File: config.mk
export PLATFORM = sky130hd
export DESIGN_NAME = ftdi_tx_arbiter
export DESIGN_NICKNAME = d
export VERILOG_FILES = /design/src/rtl/ftdi_tx_arbiter.sv
export SDC_FILE = /design/constraint.sdc
export NUM_CORES = 1
export LEC_CHECK = 0
export ABC_AREA = 1
export CORE_MARGIN = 4
export CORE_UTILIZATION = 35
export CTS_CLUSTER_DIAMETER = 60
export CTS_CLUSTER_SIZE = 40
export DETAILED_ROUTE_END_ITERATION = 12
export GPL_TIMING_DRIVEN = 0
export MAX_ROUTING_LAYER = met4
export SLEW_MARGIN = 20
export SYNTH_ARGS = -nofsm -noshare
export SYNTH_HDL_FRONTEND = slang
export SYNTH_SLANG_ARGS = --single-unit
File: constraint.sdc
create_clock -name clk -period 2.66 [get_ports clk]
set_clock_uncertainty 0.2 [all_clocks]
set_input_delay 0.532 -clock clk [delete_from_list [all_inputs] [get_ports clk]]
set_output_delay 0.532 -clock clk [all_outputs]
set_load 0.005 [all_outputs]
File: src/rtl/ftdi_tx_arbiter.sv
// Round-robin arbiter sharing one FTDI UART transmitter among N_REQ byte producers.
// Optional: define FTDI_ARB_LOCK_EN to add req_lock for contiguous multi-byte packets.
module ftdi_tx_arbiter #(
  parameter int N_REQ    = 4,
  parameter int ID_WIDTH = 2,
  parameter int TIMEOUT  = 1024
) (
  input  logic                  clk,
  input  logic                  reset,
  input  logic [N_REQ-1:0]      req,
  input  logic [8*N_REQ-1:0]    req_data,
`ifdef FTDI_ARB_LOCK_EN
  input  logic [N_REQ-1:0]      req_lock,
`endif
  output logic [N_REQ-1:0]      req_ack,
  output logic [7:0]            tx_data,
  output logic                  tx_start,
  input  logic                  tx_ready,
  output logic [ID_WIDTH-1:0]   grant_id,
  output logic                  busy,
  output logic                  drop
);

  localparam int CW = (TIMEOUT > 0) ? $clog2(TIMEOUT + 1) : 1;

  typedef enum logic [1:0] {S_IDLE, S_ISSUE, S_BUSY} state_t;

  state_t              state_q, state_d;
  logic [ID_WIDTH-1:0] rr_ptr_q, rr_ptr_d;
  logic [ID_WIDTH-1:0] grant_id_q, grant_id_d;
  logic [N_REQ-1:0]    req_ack_q, req_ack_d;
  logic [7:0]          tx_data_q, tx_data_d;
  logic                tx_start_q, tx_start_d;
  logic                busy_q, busy_d;
  logic                drop_q, drop_d;
  logic [CW-1:0]       cnt_q, cnt_d;

  logic [ID_WIDTH-1:0] win, idx;
  logic                win_vld;
  logic [7:0]          win_byte;
  logic                grant, timeout_hit;

  // Winner search: first set req starting just after the last winner.
  always_comb begin
    win     = '0;
    win_vld = 1'b0;
    idx     = '0;
    for (int k = 1; k <= N_REQ; k++) begin
      idx = ID_WIDTH'((int'(rr_ptr_q) + k) % N_REQ);
      if (!win_vld && req[idx]) begin
        win_vld = 1'b1;
        win     = idx;
      end
    end
`ifdef FTDI_ARB_LOCK_EN
    for (int i = 0; i < N_REQ; i++) begin
      if (grant_id_q == ID_WIDTH'(i) && req_lock[i] && req[i]) begin
        win_vld = 1'b1;
        win     = grant_id_q;
      end
    end
`endif
  end

  always_comb begin
    win_byte = '0;
    for (int i = 0; i < N_REQ; i++)
      if (win == ID_WIDTH'(i)) win_byte = req_data[8*i +: 8];
  end

  assign grant       = (state_q == S_IDLE) && tx_ready && win_vld;
  assign timeout_hit = (TIMEOUT != 0) && (cnt_q == CW'(TIMEOUT));

  always_ff @(posedge clk) begin
    if (reset) state_q <= S_IDLE;
    else       state_q <= state_d;
  end

  always_comb begin
    state_d = state_q;
    case (state_q)
      S_IDLE:  if (grant) state_d = S_ISSUE;
      S_ISSUE: begin
        if (!tx_ready)        state_d = S_BUSY;
        else if (timeout_hit) state_d = S_IDLE;
      end
      S_BUSY:  if (tx_ready) state_d = S_IDLE;
      default: state_d = S_IDLE;
    endcase
  end

  always_comb begin
    tx_data_d  = tx_data_q;
    grant_id_d = grant_id_q;
    rr_ptr_d   = rr_ptr_q;
    cnt_d      = cnt_q;
    for (int i = 0; i < N_REQ; i++)
      req_ack_d[i] = grant && (win == ID_WIDTH'(i));
    tx_start_d = (state_q == S_ISSUE) && (state_d == S_ISSUE);
    drop_d     = (state_q == S_ISSUE) && tx_ready && timeout_hit;
    busy_d     = (state_d != S_IDLE);
    if (grant) begin
      tx_data_d  = win_byte;
      grant_id_d = win;
      rr_ptr_d   = win;
      cnt_d      = '0;
    end else if (state_q == S_ISSUE && TIMEOUT != 0) begin
      cnt_d = cnt_q + 1'b1;
    end
  end

  always_ff @(posedge clk) begin
    if (reset) begin
      rr_ptr_q   <= ID_WIDTH'(N_REQ - 1);
      grant_id_q <= '0;
      req_ack_q  <= '0;
      tx_data_q  <= '0;
      tx_start_q <= 1'b0;
      busy_q     <= 1'b0;
      drop_q     <= 1'b0;
      cnt_q      <= '0;
    end else begin
      rr_ptr_q   <= rr_ptr_d;
      grant_id_q <= grant_id_d;
      req_ack_q  <= req_ack_d;
      tx_data_q  <= tx_data_d;
      tx_start_q <= tx_start_d;
      busy_q     <= busy_d;
      drop_q     <= drop_d;
      cnt_q      <= cnt_d;
    end
  end

  assign req_ack  = req_ack_q;
  assign tx_data  = tx_data_q;
  assign tx_start = tx_start_q;
  assign grant_id = grant_id_q;
  assign busy     = busy_q;
  assign drop     = drop_q;

endmodule

# After elaboration in Yosys (flattened, before gate mapping)

Index checks and enable logic that the tools add are counted.

Register bits: 32
Input port bits: 39
Output and inout port bits: 17

Add/sub/neg operators: 5
Magnitude comparators: 4
Equality and inequality tests: 7
Multiplexer cells: 25
Reduce and logical (&&, ||, !) cells: 19

Operators with widths:

| kind                                                 | number |
|---|---|
| 2-to-1 mux 8 bit                                     | 4 |
| 2-to-1 mux 2 bit                                     | 8 |
| logical AND 1 bit                                    | 12 |
| < comparator 2 x 3 -> 1 bit (second input constant)  | 4 |
| adder 11 x 1 -> 11 bit (second input constant)       | 1 |
| equality test 11 bit (second input constant)         | 1 |
| binary-select mux 1 bit (select 2 bit)               | 4 |
| 2-to-1 mux 1 bit                                     | 8 |
| equality test 2 x 1 -> 1 bit (second input constant) | 3 |
| equality test 2 bit (second input constant)          | 3 |
| case mux 2 bit (3 select lines)                      | 1 |
| adder 2 x 1 -> 2 bit (second input constant)         | 2 |
| adder 2 bit (second input constant)                  | 2 |
| zero test 2 bit                                      | 2 |
| zero test 1 bit                                      | 3 |
| nonzero test 2 bit                                   | 1 |
| OR reduction 2 bit                                   | 1 |

# Depth between registers and ports, before layout

Depth in word-level cells: 18
Mapped depth: 15
Gate-level depth less buffers: 15

# Worst setup path before layout

Ideal clock, no wire load.

Path kind: input-to-reg
Start point: in req[3]
End point: reg tx_data_q[1], in the netlist tx_data[1]
Arrival: 1.663 ns
Data required time: 2.343 ns
Slack: 0.679 ns
Stages on the path: 13
Buffers on the path: 1
Path through: nand2_1 > nand2_1 > nand2_1 > nand2_2 > nor2_8 > nand3b_2 > nand2_4 > inv_2 > buf_2 > nand3_1 > nand2_1 > a21oi_1 > nor2_1

Longest elaborated chain between the ends: 17

Ends and longest elaborated chain:

| what                                   | line | source |
|---|---|---|
| from (decl)                            | 10   | `input logic [N_REQ-1:0] req,` |
| binary-select mux 1 bit (select 2 bit) | 50   | `if (!win_vld && req[idx]) begin` |
| 2-to-1 mux 1 bit (implied by the code) | 50   |  |
| 2-to-1 mux 1 bit                       | 50   |  |
| zero test 1 bit                        | 50   |  |
| logical AND 1 bit                      | 50   |  |
| 2-to-1 mux 1 bit                       | 50   |  |
| zero test 1 bit                        | 50   |  |
| logical AND 1 bit                      | 50   |  |
| 2-to-1 mux 1 bit                       | 50   |  |
| zero test 1 bit                        | 50   |  |
| logical AND 1 bit                      | 50   |  |
| 2-to-1 mux 2 bit                       | 50   |  |
| zero test 2 bit                        | 68   | `if (win == ID_WIDTH'(i)) win_byte = req_data[8*i +: 8];` |
| 2-to-1 mux 8 bit (4 in a row)          | 68   |  |
| to (signal assigned)                   | 126  | `tx_data_q <= tx_data_d;` |
| to (decl)                              | 32   | `logic [7:0] tx_data_q, tx_data_d;` |

Parallel ways exist; a longest one is shown, timed or not. The select of a mux whose other input is x is not followed.
A chain may end at the register's enable or synchronous reset.

# Final worst setup path

Start point: in req[1]
End point: reg tx_data_q[7], in the netlist tx_data[7]

The elaborated chain is that of the path after synthesis.

==> results.md <==
Cells and area:
- The fraction of layout instances using a drive strength above 1 is about 15%.
- The number of fillers in the final layout is 577.
- The multi-input combinational cells in the finished layout cover a total of between 1000 and 1500 um2.
- Compared with the post-synthesis result, the final layout area differs by 40.0%.
- Across the whole layout, storage elements account for 641 um2.
- The post-route standard cell area excluding fillers is around 2600 um2.
- The count of cells in the finished layout, fillers not included, comes to 398.
- The net count of the finished layout is 368.
- The total inserted antenna cells is 0.

STA:
- The maximum clock frequency is 424 MHz.
- The final hold violation count was 0.
- The final critical path time including I/O delays and setup is about 2.4 ns.
- Setup violations remaining at the end of the flow were counted as 0.
- The max-slew violation count came to 0.
- Dividing the final minimum period by the clock period gives between 80% and 90%.
- The worst setup margin is ~0.30 ns.
- The relative slew slack is 73.7%.
- The slew at the pin with the worst max-slew slack is 0.392 ns.
- For the final routed database, the setup TNS stands at 0 ns.
- Setup repair after global routing left no endpoint under its margin.

Route:
- In the routed design, unresolved DRC markers number 0.
- The starting DRC count in detailed routing is 38.
- In the routed layout, each cell is associated on average with a via count of approximately 4.6.
- The detailed router placed approximately 1800 vias in this run.
- The routed design has between 4000 and 5000 um of wire.
- The number of search-and-repair iterations in the first detailed-routing pass is 4.
- The final antenna-violating net count is 0.
- Dividing the detail-routed wire length by the instance count gives between 10 and 15 um.

Floorplanning:
- The floorplan has 26 rows.
- The area of the placeable core is ~5100 um2.
- The total die area is 6590 um2.
- The die height is approximately 80 um.
- The number of primary I/O pins is 56.
- The die is between 80 and 90 um wide.
- The effective utilization at floorplan is a little over a third.

Worst setup path:
- For this design, the slowest cell found on the critical path is clkdlybuf4s50_1.
- The cell repeated most along the worst path is nand2_1.
- The critical path endpoint category is a flop.
- Data on the critical path is required at its endpoint by around 2.7 ns.
- The startpoint class of the critical path is an input port.
- The critical path goes through clkdlybuf4s50_1 -> nand2_1 -> nand2_1 -> nand2_1 -> nand2_1 -> inv_2 -> nand4_2 -> nand3_2 -> nor2_2 -> o21ai_0 -> inv_1 -> nand2_1 -> nand2_1.
- By startpoint and endpoint, the worst setup path is classified as in -> reg.
- Data arrives at the worst endpoint at 2.39 ns.
- Along the worst path, the maximum fanout reaches 8.
- For this run, the slowest stage of the critical path takes around 0.5 ns.

Job:
- The max-cap check violation count is 0.

Logic synthesis:
- Among all cell types in the netlist, the one instantiated most often is nand2_1.
- The biggest area consumer among synthesized cells is dfxtp_1.
- The most used flip-flop cell after synthesis is dfxtp_1.
- Dividing the synthesized area by the synthesized cell count gives 7.08 um2.
- Summed over its instances, the top area cell type makes up about 34% of the synthesized netlist area.
- In the synthesized netlist the async set-or-reset flop fraction comes to 0%.
- Counting flops and latches in the post-synthesis netlist gives 32.
- The total nets after synthesis is between 300 and 400.
- The synthesized instance count is about 270.
- The synthesized netlist contains 37 unique library cells.
- After synthesis, the cell types taking the most area are dfxtp_1 (34%), nand2_1 (15%), nand3_1 (5.6%).
- After synthesis the cells add up to 1880 um2.
- The share of the Yosys chip area taken by registers is roughly 34%.
- The number of synthesis warnings is 0.
- After synthesis, the most frequently instantiated cells are nand2_1 (77), dfxtp_1 (32), inv_1 (27).
- The synthesized design contains 0 enable-type register cells.

Placement:
- Summing all placed instances gives a cell area of 2510 um2.
- Including well taps, the total number of placed cells is a little under 400.
- Input and output buffers added on the ports amount to 55.
- The worst setup slack after placement is around 0.025 ns.
- The congestion estimate from routability-driven global placement came to approximately 0.82.
- Once detailed placement completed, the half-perimeter wirelength came to 3680 um.

Clock network:
- The number of buffers added by the clock tree synthesis step is 5.
- Hold repair after CTS inserted 0 buffers.
- The library cell used as clock root buffer is clkbuf_8.
- The number of gates given a new drive strength after cts is 0.
- The total setup buffers inserted after CTS is 0.
- Counting every sink on the clock net gives 32.
- No sink is reached through more buffers than the 2 on the longest clock path.
- The clock slew seen by the registers of the worst setup and hold paths is roughly 0.060 ns.
- The CTS tree is yes.
- The total number of H-tree levels is 2.
- The clock network latency to the later pin of the worst-skew pair is a little under 0.3 ns.

Status:
- The run finished with clean final reports.

Power:
- The analysis attributes to cell leakage a power of 1.15 nW.
- Across the VDD grid, the largest voltage drop is 0.602 mV.
- The total power after layout is between 2 and 3 mW.
- The cell area power density is a little over 1000 nW/um2.

Global route:
- The via count of the first global-routing pass is 1721.
- The initial antenna violation count came to 0.
- Global routing finished with a remaining overflow of 0.
- Entering global routing, the biggest net connects 12 pins.
- The first global-routing pass estimated between 7000 and 8000 um of wire.
- Global routing used roughly 16% of the available tracks.

Worst hold path:
- The worst hold path belongs to the class reg -> reg.
## flip-flops by register name (all words and copies together) (netlist names)
| signal | flops |
|---|---|
| req_ack | 4 |
| busy | 1 |
| tx_data | 8 |
| cnt_q | 11 |
| rr_ptr_q | 2 |
| tx_start | 1 |
| grant_id | 2 |
| drop | 1 |
| state_q | 2 |
## cell usage in the layout, fill, tap and decap left out, types with 2 or more instances in the layout
master / netlist / layout
ha_1: 2 / 2
nand3_1: 21 / 21
o21ai_0: 11 / 11
nand4_1: 6 / 6
nor2_1: 20 / 20
clkdlybuf4s50_1: 0 / 55
o21ai_1: 5 / 5
buf_6: 3 / 3
nand2_1: 77 / 77
xor2_1: 3 / 3
a31oi_1: 2 / 2
nor3_1: 5 / 5
dfxtp_1: 32 / 32
nand2_2: 4 / 4
buf_2: 2 / 2
nor2_2: 4 / 4
nand3_2: 2 / 2
nand4_2: 2 / 2
inv_1: 27 / 27
nor2_4: 2 / 2
a21oi_1: 6 / 6
nor2_8: 2 / 2
nand3b_1: 2 / 2
a22oi_1: 2 / 2
nor3b_2: 2 / 2
clkbuf_8: 0 / 5
nand2_4: 3 / 3
inv_2: 7 / 7
## through the flow
step	hold WS [ns]	utilization [%]
2_1_floorplan	0.246	-
3_3_place_gp	0.236	48.9
3_5_place_dp	0.238	48.9
4_1_cts	0.252	51.1
5_1_grt	0.279	51.1
6_report	0.249	51.1
## metal layers
layer | up-vias | part of all wire, % | GRT usage, % | wire, um
li1 | 975 | - | - | -
met1 | 819 | 45 | 18.0 | 2090
met2 | 45 | 49 | 26.2 | 2270
met3 | 4 | 6.3 | 5.10 | 295
met4 | 0 | 0.49 | 4.22 | 23
met5 | - | 0 | - | 0
## cells by family (layout without fill, tap and decap cells)
| group | Yosys count | after routing | share of synthesized area (%) |
|---|---|---|---|
| and+or+nand+nor | 159 | 159 | 44.5 |
| buffers and inverters | 40 | 103 | 9.47 |
| DFF | 32 | 32 | 34.2 |
| AOI/OAI and AO/OA | 28 | 28 | 8.67 |
| xor gates and xnor gates | 4 | 4 | 1.87 |
| adders and majority gates | 2 | 2 | 1.33 |
## worst max-delay path, delay by kind of cell
kind                   cells  cell delay [ns]
AO/OA/AOI/OAI              1             0.17
buffers and inverters      3             0.65
AND/OR/NAND/NOR            9             1.04
## final cells by class
type                            instances  area share, %
Buffer                                  5           1.67
Clock buffer                            5           2.62
Clock inverter                          3           1.62
Inverter                               35           5.10
Multi-Input combinational cell        193           40.3
Sequential cell                        32           24.4
Tap cell                               70           3.34
Timing Repair Buffer                   55           21.0
## report_power, final
part	internal (mW)	switching, mW
logic	0.623	0.918
clock network	0.277	0.196
registers	0.592	0.0644
total	1.49	1.18
## path summary, 6_finish.rpt
path                from          to  slack [ns]  cells after the start
max               req[1]  tx_data[7]        0.30                     13
min           tx_data[5]  tx_data[5]        0.25                      2
max reg2reg  rr_ptr_q[0]  tx_data[7]        0.52                     13
min reg2reg   tx_data[5]  tx_data[5]        0.25                      2
No activity file was read; power rests on OpenSTA's default activity.
